[config.mk]
export PLATFORM = sky130hd
export DESIGN_NAME = lcd_char_arbiter_flat
export DESIGN_NICKNAME = d
export VERILOG_FILES = /design/src/rtl/lcd_char_arbiter_if.sv /design/src/rtl/lcd_char_arbiter.sv /design/src/flat_wrapper.sv
export SDC_FILE = /design/constraint.sdc
export NUM_CORES = 1
export LEC_CHECK = 0
export CORE_MARGIN = 1
export CORE_UTILIZATION = 49
export DETAILED_ROUTE_END_ITERATION = 12
export HOLD_SLACK_MARGIN = 0.05
export PLACE_DENSITY = 0.83
export SLEW_MARGIN = 10
export SYNTH_ARGS = -nofsm -noshare
export SYNTH_HDL_FRONTEND = slang
export SYNTH_SLANG_ARGS = --single-unit
[constraint.sdc]
create_clock -name sys_clk -period 4.33 [get_ports sys_clk]
set_clock_uncertainty 0.1 [all_clocks]
set_input_delay 0.866 -clock sys_clk [delete_from_list [all_inputs] [get_ports sys_clk]]
set_output_delay 0.866 -clock sys_clk [all_outputs]
set_load 0.01 [all_outputs]
[src/rtl/lcd_char_arbiter_if.sv]
// -----------------------------------------------------------------------------
// lcd_char_arbiter_if
// Bundle between the text producers / character renderer and the arbiter.
//   master : the arbiter side (receives requests and renderer done, drives the
//            renderer start pulse, latched character fields and per-requester ack)
//   slave  : the environment side (producers and renderer)
// Signals:
//   init_done       LCD init complete, gates new grants
//   req             per-requester level request
//   req_ascii/x/y   packed per-requester character fields (7/9/9 bits each)
//   req_size        per-requester font select (1 = 16x8, 0 = 12x6)
//   show_char_done  one-cycle completion pulse from the renderer
//   ack             one-hot completion pulse to the granted requester
//   show_char_flag  one-cycle start pulse to the renderer
//   ascii_num/start_x/start_y/en_size  latched fields of the granted character
//   grant_id        current or last granted requester
//   busy            arbiter not idle
//   timeout_err     draw aborted, coincident with ack
// -----------------------------------------------------------------------------
interface lcd_char_arbiter_if #(
    parameter int N_REQ = 3
) ();
    localparam int ID_W = $clog2(N_REQ);

    logic                 init_done;
    logic [N_REQ-1:0]     req;
    logic [7*N_REQ-1:0]   req_ascii;
    logic [9*N_REQ-1:0]   req_x;
    logic [9*N_REQ-1:0]   req_y;
    logic [N_REQ-1:0]     req_size;
    logic                 show_char_done;
    logic [N_REQ-1:0]     ack;
    logic                 show_char_flag;
    logic [6:0]           ascii_num;
    logic [8:0]           start_x;
    logic [8:0]           start_y;
    logic                 en_size;
    logic [ID_W-1:0]      grant_id;
    logic                 busy;
    logic                 timeout_err;

    modport master (
        input  init_done, req, req_ascii, req_x, req_y, req_size, show_char_done,
        output ack, show_char_flag, ascii_num, start_x, start_y, en_size,
               grant_id, busy, timeout_err
    );

    modport slave (
        output init_done, req, req_ascii, req_x, req_y, req_size, show_char_done,
        input  ack, show_char_flag, ascii_num, start_x, start_y, en_size,
               grant_id, busy, timeout_err
    );
endinterface

[src/rtl/lcd_char_arbiter.sv]
// -----------------------------------------------------------------------------
// lcd_char_arbiter
// Round-robin arbiter sharing one LCD character renderer between N_REQ text
// producers. A grant latches the winner's character fields, fires a one-cycle
// start pulse, waits for the renderer's done (or a timeout), then pulses the
// winner's ack (with timeout_err on abort) and advances the round-robin pointer.
// Ports:
//   sys_clk    system clock, rising edge
//   sys_rst_n  synchronous active-low reset
//   bus        lcd_char_arbiter_if.master (requests, renderer handshake, status)
// Parameters:
//   N_REQ        number of requesters (2..8)
//   TIMEOUT_CYC  cycles allowed in WAIT before the draw is aborted (>= 2)
// -----------------------------------------------------------------------------
module lcd_char_arbiter #(
    parameter int N_REQ       = 3,
    parameter int TIMEOUT_CYC = 4096
) (
    input  logic                sys_clk,
    input  logic                sys_rst_n,
    lcd_char_arbiter_if.master  bus
);
    localparam int ID_W  = $clog2(N_REQ);
    localparam int CNT_W = $clog2(TIMEOUT_CYC);

    localparam logic [CNT_W-1:0] CNT_LAST = CNT_W'(TIMEOUT_CYC - 1);
    localparam logic [ID_W-1:0]  ID_LAST  = ID_W'(N_REQ - 1);
    localparam logic [ID_W:0]    N_EXT    = (ID_W+1)'(N_REQ);
    localparam logic [N_REQ-1:0] ACK_ONE  = N_REQ'(1);

    typedef enum logic [1:0] {
        IDLE  = 2'd0,
        START = 2'd1,
        WAIT  = 2'd2,
        ACK   = 2'd3
    } state_t;

    state_t             state_reg;
    logic [CNT_W-1:0]   cnt_reg;
    logic [ID_W-1:0]    rr_ptr_reg;
    logic [ID_W-1:0]    grant_id_reg;
    logic [6:0]         ascii_reg;
    logic [8:0]         x_reg;
    logic [8:0]         y_reg;
    logic               size_reg;
    logic               flag_reg;
    logic [N_REQ-1:0]   ack_reg;
    logic               busy_reg;
    logic               terr_reg;

    // Per-requester views of the packed field buses.
    logic [6:0] ascii_arr [N_REQ];
    logic [8:0] x_arr     [N_REQ];
    logic [8:0] y_arr     [N_REQ];

    generate
        for (genvar gi = 0; gi < N_REQ; gi++) begin : g_unpack
            assign ascii_arr[gi] = bus.req_ascii[7*gi +: 7];
            assign x_arr[gi]     = bus.req_x[9*gi +: 9];
            assign y_arr[gi]     = bus.req_y[9*gi +: 9];
        end
    endgenerate

    // Round-robin pick: first set request at offset 0,1,.. from rr_ptr.
    // The loop runs from the farthest offset down so the nearest hit wins.
    // rr_ptr and the offset are both below N_REQ, so one conditional
    // subtraction is enough for the modulo.
    logic               sel_found;
    logic [ID_W-1:0]    sel_idx;
    logic [ID_W:0]      cand_sum;
    logic [ID_W-1:0]    cand_idx;

    always_comb begin
        sel_found = 1'b0;
        sel_idx   = '0;
        cand_sum  = '0;
        cand_idx  = '0;
        for (int k = N_REQ - 1; k >= 0; k--) begin
            cand_sum = {1'b0, rr_ptr_reg} + (ID_W+1)'(k);
            if (cand_sum >= N_EXT) begin
                cand_sum = cand_sum - N_EXT;
            end
            cand_idx = cand_sum[ID_W-1:0];
            if (bus.req[cand_idx]) begin
                sel_found = 1'b1;
                sel_idx   = cand_idx;
            end
        end
    end

    always_ff @(posedge sys_clk) begin
        if (!sys_rst_n) begin
            state_reg    <= IDLE;
            cnt_reg      <= '0;
            rr_ptr_reg   <= '0;
            grant_id_reg <= '0;
            ascii_reg    <= '0;
            x_reg        <= '0;
            y_reg        <= '0;
            size_reg     <= 1'b0;
            flag_reg     <= 1'b0;
            ack_reg      <= '0;
            busy_reg     <= 1'b0;
            terr_reg     <= 1'b0;
        end else begin
            // Pulse outputs default low; each is raised for one cycle below.
            flag_reg <= 1'b0;
            ack_reg  <= '0;
            terr_reg <= 1'b0;

            case (state_reg)
                IDLE: begin
                    if (bus.init_done && sel_found) begin
                        grant_id_reg <= sel_idx;
                        ascii_reg    <= ascii_arr[sel_idx];
                        x_reg        <= x_arr[sel_idx];
                        y_reg        <= y_arr[sel_idx];
                        size_reg     <= bus.req_size[sel_idx];
                        flag_reg     <= 1'b1;
                        busy_reg     <= 1'b1;
                        state_reg    <= START;
                    end
                end

                START: begin
                    cnt_reg   <= '0;
                    state_reg <= WAIT;
                end

                WAIT: begin
                    // Done takes priority over a timeout landing on the same cycle.
                    if (bus.show_char_done) begin
                        ack_reg   <= ACK_ONE << grant_id_reg;
                        state_reg <= ACK;
                    end else if (cnt_reg == CNT_LAST) begin
                        ack_reg   <= ACK_ONE << grant_id_reg;
                        terr_reg  <= 1'b1;
                        state_reg <= ACK;
                    end else begin
                        cnt_reg <= cnt_reg + 1'b1;
                    end
                end

                ACK: begin
                    rr_ptr_reg <= (grant_id_reg == ID_LAST) ? '0 : grant_id_reg + 1'b1;
                    busy_reg   <= 1'b0;
                    state_reg  <= IDLE;
                end

                default: state_reg <= IDLE;
            endcase
        end
    end

    assign bus.ack            = ack_reg;
    assign bus.show_char_flag = flag_reg;
    assign bus.ascii_num      = ascii_reg;
    assign bus.start_x        = x_reg;
    assign bus.start_y        = y_reg;
    assign bus.en_size        = size_reg;
    assign bus.grant_id       = grant_id_reg;
    assign bus.busy           = busy_reg;
    assign bus.timeout_err    = terr_reg;

endmodule

[src/flat_wrapper.sv]
// flat-port wrapper written by rule: the top's interface ports become plain ports
module lcd_char_arbiter_flat 
#(
    parameter int N_REQ       = 3,
    parameter int TIMEOUT_CYC = 4096
)
  (sys_clk, sys_rst_n, bus_init_done, bus_req, bus_req_ascii, bus_req_x, bus_req_y, bus_req_size, bus_show_char_done, bus_ack, bus_show_char_flag, bus_ascii_num, bus_start_x, bus_start_y, bus_en_size, bus_grant_id, bus_busy, bus_timeout_err);
  lcd_char_arbiter_if #(.N_REQ(N_REQ)) bus_i ();
  input  logic sys_clk;
  input  logic sys_rst_n;
  input wire logic [$bits(bus_i.init_done)-1:0] bus_init_done;
  input wire logic [$bits(bus_i.req)-1:0] bus_req;
  input wire logic [$bits(bus_i.req_ascii)-1:0] bus_req_ascii;
  input wire logic [$bits(bus_i.req_x)-1:0] bus_req_x;
  input wire logic [$bits(bus_i.req_y)-1:0] bus_req_y;
  input wire logic [$bits(bus_i.req_size)-1:0] bus_req_size;
  input wire logic [$bits(bus_i.show_char_done)-1:0] bus_show_char_done;
  output wire logic [$bits(bus_i.ack)-1:0] bus_ack;
  output wire logic [$bits(bus_i.show_char_flag)-1:0] bus_show_char_flag;
  output wire logic [$bits(bus_i.ascii_num)-1:0] bus_ascii_num;
  output wire logic [$bits(bus_i.start_x)-1:0] bus_start_x;
  output wire logic [$bits(bus_i.start_y)-1:0] bus_start_y;
  output wire logic [$bits(bus_i.en_size)-1:0] bus_en_size;
  output wire logic [$bits(bus_i.grant_id)-1:0] bus_grant_id;
  output wire logic [$bits(bus_i.busy)-1:0] bus_busy;
  output wire logic [$bits(bus_i.timeout_err)-1:0] bus_timeout_err;
  assign bus_i.init_done = bus_init_done;
  assign bus_i.req = bus_req;
  assign bus_i.req_ascii = bus_req_ascii;
  assign bus_i.req_x = bus_req_x;
  assign bus_i.req_y = bus_req_y;
  assign bus_i.req_size = bus_req_size;
  assign bus_i.show_char_done = bus_show_char_done;
  assign bus_ack = bus_i.ack;
  assign bus_show_char_flag = bus_i.show_char_flag;
  assign bus_ascii_num = bus_i.ascii_num;
  assign bus_start_x = bus_i.start_x;
  assign bus_start_y = bus_i.start_y;
  assign bus_en_size = bus_i.en_size;
  assign bus_grant_id = bus_i.grant_id;
  assign bus_busy = bus_i.busy;
  assign bus_timeout_err = bus_i.timeout_err;
  lcd_char_arbiter #(.N_REQ(N_REQ), .TIMEOUT_CYC(TIMEOUT_CYC)) u_core (.sys_clk(sys_clk), .sys_rst_n(sys_rst_n), .bus(bus_i));
endmodule
=== Word level (Yosys, flattened, before mapping) ===
Index checks and enable logic that the tools add are counted.

* Register bits: 50
* Input port bits: 85

* $add $sub $neg: 7
* $lt $le $gt $ge: 8
* Equal/unequal tests: 9
* Shift-type cells: 1
* Muxes and demuxes: 40
* Bitwise logic cells: 3
* Reductions and logical operators: 11

{| class="wikitable"
|+ Operators by type and width
! cell !! count
|-
| $bmux 9 s2 || 2
|-
| $mux 9 || 4
|-
| $mux 12 || 2
|-
| $pmux 12 s2 || 1
|-
| $mux 2 || 10
|-
| $bmux 7 s2 || 1
|-
| $mux 7 || 2
|-
| $add 12x1->12 const B || 1
|-
| $eq 12x12->1 const B || 1
|-
| $lt 2x3->1 const B || 4
|-
| $mux 1 || 10
|-
| $reduce_and 2->1 || 5
|-
| $bmux 1 s2 || 4
|-
| $pmux 2 s4 || 1
|-
| $eq 2x2->1 const B || 3
|-
| $ge 3x2->1 const B || 2
|-
| $mux 3 || 2
|-
| $sub 2x2->2 const B || 3
|-
| $ne 2x2->1 const B || 2
|-
| $reduce_bool 2->1 || 2
|-
| $add 2x1->3 const B || 1
|-
| $add 2x2->3 const B || 1
|-
| $ge 3x3->1 const B || 1
|-
| $ne 3x2->1 const B || 1
|-
| 12 further kinds || 13
|}

=== Longest topological paths before layout ===
Gate-level depths: netlist of run 1.

* Depth after elaboration: 12
* Mapped depth: 10

=== Least setup slack after synthesis of run 1 ===
No wires, ideal clock.

* Kind: input -> register
* From: input bus_req[2]
* To: register u_core.y_reg[7], in the netlist u_core.bus.start_y[7]
* Library setup time: 0.122 ns
* Arrival time: 2.128 ns
* Data required time: 4.108 ns
* Slack: 1.980 ns
* Stages: 8
* Cell sequence: buf_2 -> a221oi_2 -> a32oi_1 -> o2111a_1 -> buf_6 -> buf_8 -> a32oi_2 -> o21ai_2

* Word-level cells in the longest chain between the ends: 9
* Elaborated cells on any way between the ends: 18
* Classes of those cells: 15 x mux; 1 x bitwise; 2 x reduce/logical

{| class="wikitable"
|+ Ends and longest elaborated chain
! element !! RTL line !! source
|-
| start, declared || flat_wrapper.sv:12 || <nowiki>input wire logic [$bits(bus_i.req)-1:0] bus_req;</nowiki>
|-
| $bmux 1 s2 || lcd_char_arbiter.sv:84 || <nowiki>if (bus.req[cand_idx]) begin</nowiki>
|-
| $mux 1 (implied by the code) || lcd_char_arbiter.sv:84 ||
|-
| $mux 2 (3 in a row) || lcd_char_arbiter.sv:84 ||
|-
| $not 2->3 (implied by the code) || lcd_char_arbiter.sv:117 || <nowiki>y_reg <= y_arr[sel_idx];</nowiki>
|-
| $bmux 9 s2 || lcd_char_arbiter.sv:117 ||
|-
| $mux 9 (implied by the code) (2 in a row) || lcd_char_arbiter.sv:117 ||
|-
| end signal, assigned || lcd_char_arbiter.sv:117 ||
|-
| end, declared || lcd_char_arbiter.sv:44 || <nowiki>logic [8:0] y_reg;</nowiki>
|}

Several ways; a longest one is shown, not always the timed one. The select of a mux whose other input is x is not followed.
A chain may end at the register's enable or synchronous reset.

=== Worst setup path in the final report of run 1 ===
* From: input bus_req[2]
* To: register u_core.x_reg[3], in the netlist u_core.bus.start_x[3]

* Word-level cells in the longest chain between the ends: 9
* Elaborated cells on any way between the ends: 18
* Classes of those cells: 15 x mux; 1 x bitwise; 2 x reduce/logical

{| class="wikitable"
|+ Ends and longest elaborated chain
! element !! RTL line !! source
|-
| $bmux 1 s2 || lcd_char_arbiter.sv:84 ||
|-
| $mux 1 (implied by the code) || lcd_char_arbiter.sv:84 ||
|-
| $mux 2 (3 in a row) || lcd_char_arbiter.sv:84 ||
|-
| $not 2->3 (implied by the code) || lcd_char_arbiter.sv:116 || <nowiki>x_reg <= x_arr[sel_idx];</nowiki>
|-
| $bmux 9 s2 || lcd_char_arbiter.sv:116 ||
|-
| $mux 9 (implied by the code) (2 in a row) || lcd_char_arbiter.sv:116 ||
|-
| end signal, assigned || lcd_char_arbiter.sv:116 ||
|-
| end, declared || lcd_char_arbiter.sv:43 || <nowiki>logic [8:0] x_reg;</nowiki>
|}

Several ways; a longest one is shown, not always the timed one. The select of a mux whose other input is x is not followed.

==> flow_summary.yaml, run 1 <==
run_status:
  status: "finished clean"
grt:
  antenna_found_initial: 0
  grt_pass1_wl_um: 14700
  grt_max_degree: 31
  track_usage: 0.251
  grt.overflow.total: 0
  grt_pass1_vias: 3132
yosys:
  synth_cells: 399
  synth_cell_type_count: 60
  synth_area_um2: 3400
  yosys_warnings: 0
  async_flop_share: 0
  yosys_register_bits: 50
  synthesis.nets: 493
  synthFlopType: "dfxtp_1"
  synth-edff-count: 0
  ys_seq_area_frac: 0.294
  syn_area_per_cell_um2: 8.53
detailed_routing:
  drc: 0
  post_drt_wl_per_cell_um: 15.9
  wl_met1_um: 4030
  wl_met3_um: 559
  met2_wirelength_um: 4440
  ant_nets: 0
  via_per_inst: 5.92
  dr_total_vias: 3438
  highest_layer: "met4"
  wl_um: 9240
  drt_pre_antenna_iters: 4
  drt_iter0_drc: 134
place:
  gp_congestion: 0.869
  place_ws_ns: 0.683
  hpwl_um: 6950
  numPlacedInstances: 574
  io_buffers: 118
cts:
  post_cts_buffers: 0
  cts_tree: "yes"
  ctsResizeCount: 0
  clock_path_buffers: 2
  clk_pin_slew_ns: 0.10
  cts_root_buf: "clkbuf_8"
  hold_buffers: 0
  htreeDepth: 2
  cts_made_buffers: 5
  cts.sinks: 50
  clock_latency_ns: 0.30
worst_setup_path:
  r2r_start: "u_core.rr_ptr_reg[0]$_SDFFE_PN0P_"
  worst_setup_path_end_kind: "register"
  path_class: "input pin to register"
  crit_buf_inv: 2
  crit_slowest_cell: "clkdlybuf4s50_1"
  worstPathCellList: "clkdlybuf4s50_1, nand3b_2, o21ai_4, o2111a_1, buf_4, a32oi_1, o21ai_1"
  cpPeakStageDelay_ns: 0.68
  crit_start: "bus_req[2]"
  worstRegToRegCells: 8
  critical_path.max_fanout: 16
  rr_endpoint: "u_core.bus.start_x[3]$_SDFFE_PN0P_"
  arrival_ns: 3.45
  cp_top_family: "compound AO/OA/AOI/OAI gates"
  cp-start-kind: "input pin"
  r2r_slack_ns: 1.38
  required_ns: 4.47
power_and_ir_drop:
  p_int_w: 0.00100
  p_per_area_nw_per_um2: 346
  p_comb_frac: 0.459
  seqPwrFrac: 0.376
  p_clk_frac: 0.165
  p_leak_nw: 1.67
  p_sw_frac: 0.372
  p_sw_w: 0.000594
  max-vdd-ir-drop_uv: 176
sta:
  setup-tns-final_ns: 0
  rsz0062_at_grt: "false"
  final_max_slew_viol_count: 0
  period_needed_ns: 3.31
  layout_setup_ws_ns: 1.02
  max_freq_mhz: 302
  fin_crit_sh: 0.764
  finalHoldViolations: 0
  whs_ns: 0.377
  slew_headroom: 0.232
  tightest_slew_ns: 1.15
  setup_viol_count_final: 0
die:
  num_rows: 30
  die_area_um2: 7280
  core_um2: 6760
  io_pins: 119
  start_util: 0.504
  dieWidth_um: 85.3
  dieHeight_um: 85.3
worst_hold_path:
  hold_class: "register to register"
  hp-start: "u_core.bus.start_y[4]$_SDFFE_PN0P_"
  hold_depth: 2
  min_to: "u_core.bus.start_y[4]$_SDFFE_PN0P_"
cells_and_area:
  final_common_cell: "clkdlybuf4s50_1"
  final_cell_mix: "118 x clkdlybuf4s50_1, 54 x a211oi_1, 50 x dfxtp_1"
  drive_gt1_frac: 0.0679
  finalNonFillerCells: 581
  largest_reg_flops: 12
  area_growth_pct: 35.8
  fin_util: 0.684
  nets: 595
  n_antenna_cell: 0
job:
  cap_violations: 0
-- cell usage after synthesis, drive strengths merged, types with 3 or more instances --
| cell | count | share of area |
|---|---|---|
| inv | 9 | 0.0099 |
| ha | 9 | 0.033 |
| a32oi | 27 | 0.072 |
| mux2i | 5 | 0.016 |
| nand2 | 40 | 0.044 |
| nor2b | 28 | 0.051 |
| dfxtp | 50 | 0.29 |
| xnor2 | 8 | 0.021 |
| a211oi | 55 | 0.12 |
| a21oi | 7 | 0.010 |
| nand2b | 7 | 0.015 |
| o21ai | 31 | 0.054 |
| o211ai | 3 | 0.0066 |
| nand4 | 5 | 0.011 |
| buf | 23 | 0.051 |
| and2 | 28 | 0.051 |
| nor2 | 16 | 0.018 |
| nor3 | 4 | 0.0059 |
| clkbuf | 9 | 0.0099 |
-- metal layers --
| metal | vias up | track usage |
|---|---|---|
| met5 | - | 0 |
| met4 | 0 | 0.0879 |
| met3 | 20 | 0.0467 |
| met2 | 125 | 0.432 |
| met1 | 1610 | 0.315 |
| li1 | 1683 | - |
-- power by group through the flow --
stage	sequential [W]	combinational (W)	clock (W)
after detailed placement	0.000609	0.000733	0
after global placement	0.000608	0.000712	0
final	0.000602	0.000733	0.000264
after floorplan	0.000631	0.000427	0
after global routing	0.000611	0.000796	0.000290
after CTS	0.000601	0.000734	0.000266
-- per-stage QoR --
step	total power, W	area [um^2]
after floorplan	0.00106	3400
after global placement	0.00132	4540
after detailed placement	0.00134	4540
after CTS	0.00160	4620
after global routing	0.00170	4620
final	0.00160	4620
-- worst register-to-register path, delay by kind of cell (launching register included) --
family | cells | cell delay, ns
adders and majority gates | 1 | 0.45
buffers and inverters | 2 | 0.43
DFF | 1 | 0.35
AOI/OAI and AO/OA | 4 | 1.16
and+or+nand+nor | 1 | 0.41
-- layout make-up --
type | instances | area, um^2
sequential | 50 | 1000
inverter | 10 | 37.5
tap | 80 | 100
clock inverter | 2 | 10.0
clock buffer | 5 | 68.8
multi-input combinational | 307 | 2160
fill | 548 | 2130
timing repair buffer | 127 | 1250
-- cell families (layout without fill, tap and decap cells) --
family                   after synthesis  count (layout)  share of synthesized area
AND/OR/NAND/NOR                      144             144                      0.241
AO/OA/AOI/OAI                        139             139                      0.317
flip-flops                            50              50                      0.294
buffers and inverters                 42             144                     0.0721
adder cells (fa/ha/maj)                9               9                     0.0331
XOR/XNOR                               9               9                     0.0232
multiplexers                           6               6                     0.0191
-- how the worst max path moves through the flow --
stage | depth (start not counted) | slack, ns | endpoint
6_report | 7 | 1.02 | u_core.bus.start_x[3]$_SDFFE_PN0P_
5_1_grt | 7 | 0.85 | u_core.bus.start_x[2]$_SDFFE_PN0P_
4_1_cts | 7 | 1.01 | u_core.bus.start_x[3]$_SDFFE_PN0P_
3_5_place_dp | 7 | 0.68 | u_core.bus.start_x[7]$_SDFFE_PN0P_
3_3_place_gp | 7 | 0.85 | u_core.bus.start_x[5]$_SDFFE_PN0P_
2_1_floorplan | 8 | 1.98 | u_core.bus.start_y[7]$_SDFFE_PN0P_
Power figures use the tool's default switching activity.
==> run 2, diff against run 1 <==
--- a/config.mk
+++ b/config.mk
@@ -6,10 +6,10 @@
 export NUM_CORES = 1
 export LEC_CHECK = 0
 export CORE_MARGIN = 1
-export CORE_UTILIZATION = 49
+export CORE_UTILIZATION = 41
 export DETAILED_ROUTE_END_ITERATION = 12
 export HOLD_SLACK_MARGIN = 0.05
-export PLACE_DENSITY = 0.83
+export PLACE_DENSITY = 0.74
 export SLEW_MARGIN = 10
 export SYNTH_ARGS = -nofsm -noshare
 export SYNTH_HDL_FRONTEND = slang
==> constraint.sdc (replaced) <==
create_clock -name sys_clk -period 2.9 [get_ports sys_clk]
set_clock_uncertainty 0.1 [all_clocks]
set_input_delay 0.58 -clock sys_clk [delete_from_list [all_inputs] [get_ports sys_clk]]
set_output_delay 0.58 -clock sys_clk [all_outputs]
set_load 0.01 [all_outputs]
==> run 2 against run 1 <==
  * Setup slack worse by 0.69 ns
  * Non-clock buffer count is 4 higher
  * First-iteration DRC count down 9.0%
  * Via count decreased by 0.61%
  * Core utilization down 8.3 points
  * Routed wire length is 5.5% higher
  * Sequential cell count unchanged
  * Die area rose by 19%
  * Cell count up 4.6%
  * Sequential power up 50%
  * Clock power grew 84%
==> flow_summary.yaml, run 2 (same netlist as run 1, synthesis figures left out) <==
worst_setup_path:
  crit_start: "u_core.rr_ptr_reg[1]$_SDFFE_PN0P_"
  r2r_slack_ns: 0.33
  r2r_start: "u_core.rr_ptr_reg[1]$_SDFFE_PN0P_"
  arrival_ns: 2.66
  worst_setup_path_end_kind: "register"
  rr_endpoint: "u_core.bus.start_y[6]$_SDFFE_PN0P_"
  worstRegToRegCells: 8
  path_class: "register to register"
  required_ns: 2.99
  worstSetupEndpoint: "u_core.bus.start_y[6]$_SDFFE_PN0P_"
  critical_path.max_fanout: 11
  cp-start-kind: "register"
detailed_routing:
  dr_total_vias: 3417
  wl_um: 9750
  drt_iter0_drc: 122
  drt_pre_antenna_iters: 4
  drc: 0
  post_drt_wl_per_cell_um: 16.0
  ant_nets: 0
  via_per_inst: 5.62
power_and_ir_drop:
  p_comb_frac: 0.449
  p_leak_nw: 1.71
  p_int_w: 0.00163
  p_per_area_nw_per_um2: 531
  seqPwrFrac: 0.358
  total_power_w: 0.00252
  p_sw_frac: 0.354
  p_clk_frac: 0.193
  max-vdd-ir-drop_uv: 202
  p_sw_w: 0.000892
grt:
  track_usage: 0.228
  grt_pass1_vias: 3416
  grt_max_degree: 53
  antenna_found_initial: 0
  grt.overflow.total: 0
  grt_pass1_wl_um: 16000
job:
  cap_violations: 0
sta:
  setup_viol_count_final: 0
  whs_ns: 0.381
  finalHoldViolations: 0
  final_max_slew_viol_count: 0
  setup-tns-final_ns: 0
  slew_headroom: 0.663
  period_needed_ns: 2.57
  fin_crit_sh: 0.886
  max_freq_mhz: 389
  rsz0062_at_grt: "false"
  tightest_slew_ns: 0.505
cts:
  hold_buffers: 0
  clk_pin_slew_ns: 0.09
  clock_path_buffers: 2
  clock_latency_ns: 0.30
  cts_made_buffers: 5
  ctsResizeCount: 0
  htreeDepth: 2
  cts.sinks: 50
  post_cts_buffers: 0
  cts_tree: "yes"
  cts_root_buf: "clkbuf_8"
cells_and_area:
  largest_reg_flops: 12
  fin_area_um2: 4750
  area_growth_pct: 39.4
  final_cell_mix: "118 x clkdlybuf4s50_1, 54 x a211oi_1, 50 x dfxtp_1"
  final_common_cell: "clkdlybuf4s50_1"
  drive_gt1_frac: 0.0731
  n_antenna_cell: 0
  fin_util: 0.602
  nets: 599
run_status:
  status: "finished clean"
place:
  io_buffers: 118
  placed_area_um2: 4640
  gp_congestion: 0.849
  hpwl_um: 7190
die:
  dieWidth_um: 93.1
  num_rows: 32
  die_area_um2: 8670
  core_um2: 7890
  io_pins: 119
  start_util: 0.431
  dieHeight_um: 93.1
worst_hold_path:
  hold_class: "register to register"
  hp-start: "u_core.bus.en_size$_SDFFE_PN0P_"
==> run 2: cell count changes in the layout (fill, tap and decap cells not counted) <==
| cell | delta |
|---|---|
| buf_12 | +3 |
| clkbuf_1 | +2 |
| clkinv_2 | -2 |
| buf_4 | +1 |
| bufinv_16 | +1 |
==> run 2: layer usage <==
| metal | global-route usage | wire [um] | part of all wire |
|---|---|---|---|
| met1 | 0.290 | 4330 | 0.44 |
| met2 | 0.395 | 4640 | 0.48 |
| met5 | 0 | 0 | 0 |
| met3 | 0.0317 | 548 | 0.056 |
| met4 | 0.0731 | 229 | 0.023 |
==> run 2: how the worst min path moves through the flow <==
stage | depth (start not counted) | slack [ns] | endpoint
floorplan | 2 | 0.37 | u_core.state_reg[1]$_SDFFE_PN0P_
global placement | 2 | 0.35 | u_core.bus.start_x[7]$_SDFFE_PN0P_
detailed placement | 2 | 0.36 | u_core.bus.en_size$_SDFFE_PN0P_
CTS | 2 | 0.39 | u_core.bus.en_size$_SDFFE_PN0P_
global route | 2 | 0.40 | u_core.bus.en_size$_SDFFE_PN0P_
finish | 2 | 0.38 | u_core.bus.en_size$_SDFFE_PN0P_
==> run 2: area by class of cell <==
cell class / count / area (um^2)
fill: 713 / 3140
sequential: 50 / 1000
tap: 102 / 128
timing repair buffer: 131 / 1320
clock buffer: 7 / 76.3
inverter: 10 / 37.5
clock inverter: 1 / 30.0
multi-input combinational: 307 / 2160
==> run 2: stage by stage <==
step / cells / setup WS, ns
after floorplan: 399 / 0.776
after global placement: 600 / 0.148
after detailed placement: 600 / 0.0607
after CTS: 608 / 0.332
after global routing: 608 / 0.0970
final: 608 / 0.330
==> run 2: power by group through the flow <==
stage / Combinational (W) / Clock [W] / Sequential [W]
2_1_floorplan: 0.000637 / 0 / 0.000942
3_5_place_dp: 0.00113 / 0 / 0.000915
4_1_cts: 0.00114 / 0.000496 / 0.000901
6_report: 0.00113 / 0.000487 / 0.000901
5_1_grt: 0.00124 / 0.000522 / 0.000915
3_3_place_gp: 0.00110 / 0 / 0.000914
==> run 2: critical path, cell delays in order (launching register included) <==
cell      delay, ns
dfxtp_1        0.35
inv_1          0.09
ha_1           0.42
mux2i_2        0.40
o21ai_4        0.12
o2111a_1       0.43
buf_4          0.25
a32oi_1        0.21
o21ai_1        0.08
==> run 3, diff against run 2 <==
--- a/config.mk
+++ b/config.mk
@@ -14,3 +14,4 @@
 export SYNTH_ARGS = -nofsm -noshare
 export SYNTH_HDL_FRONTEND = slang
 export SYNTH_SLANG_ARGS = --single-unit
+export TNS_END_PERCENT = 5
==> results of run 3 <==
The final DEF is identical to that of run 2; final timing and power are the same.
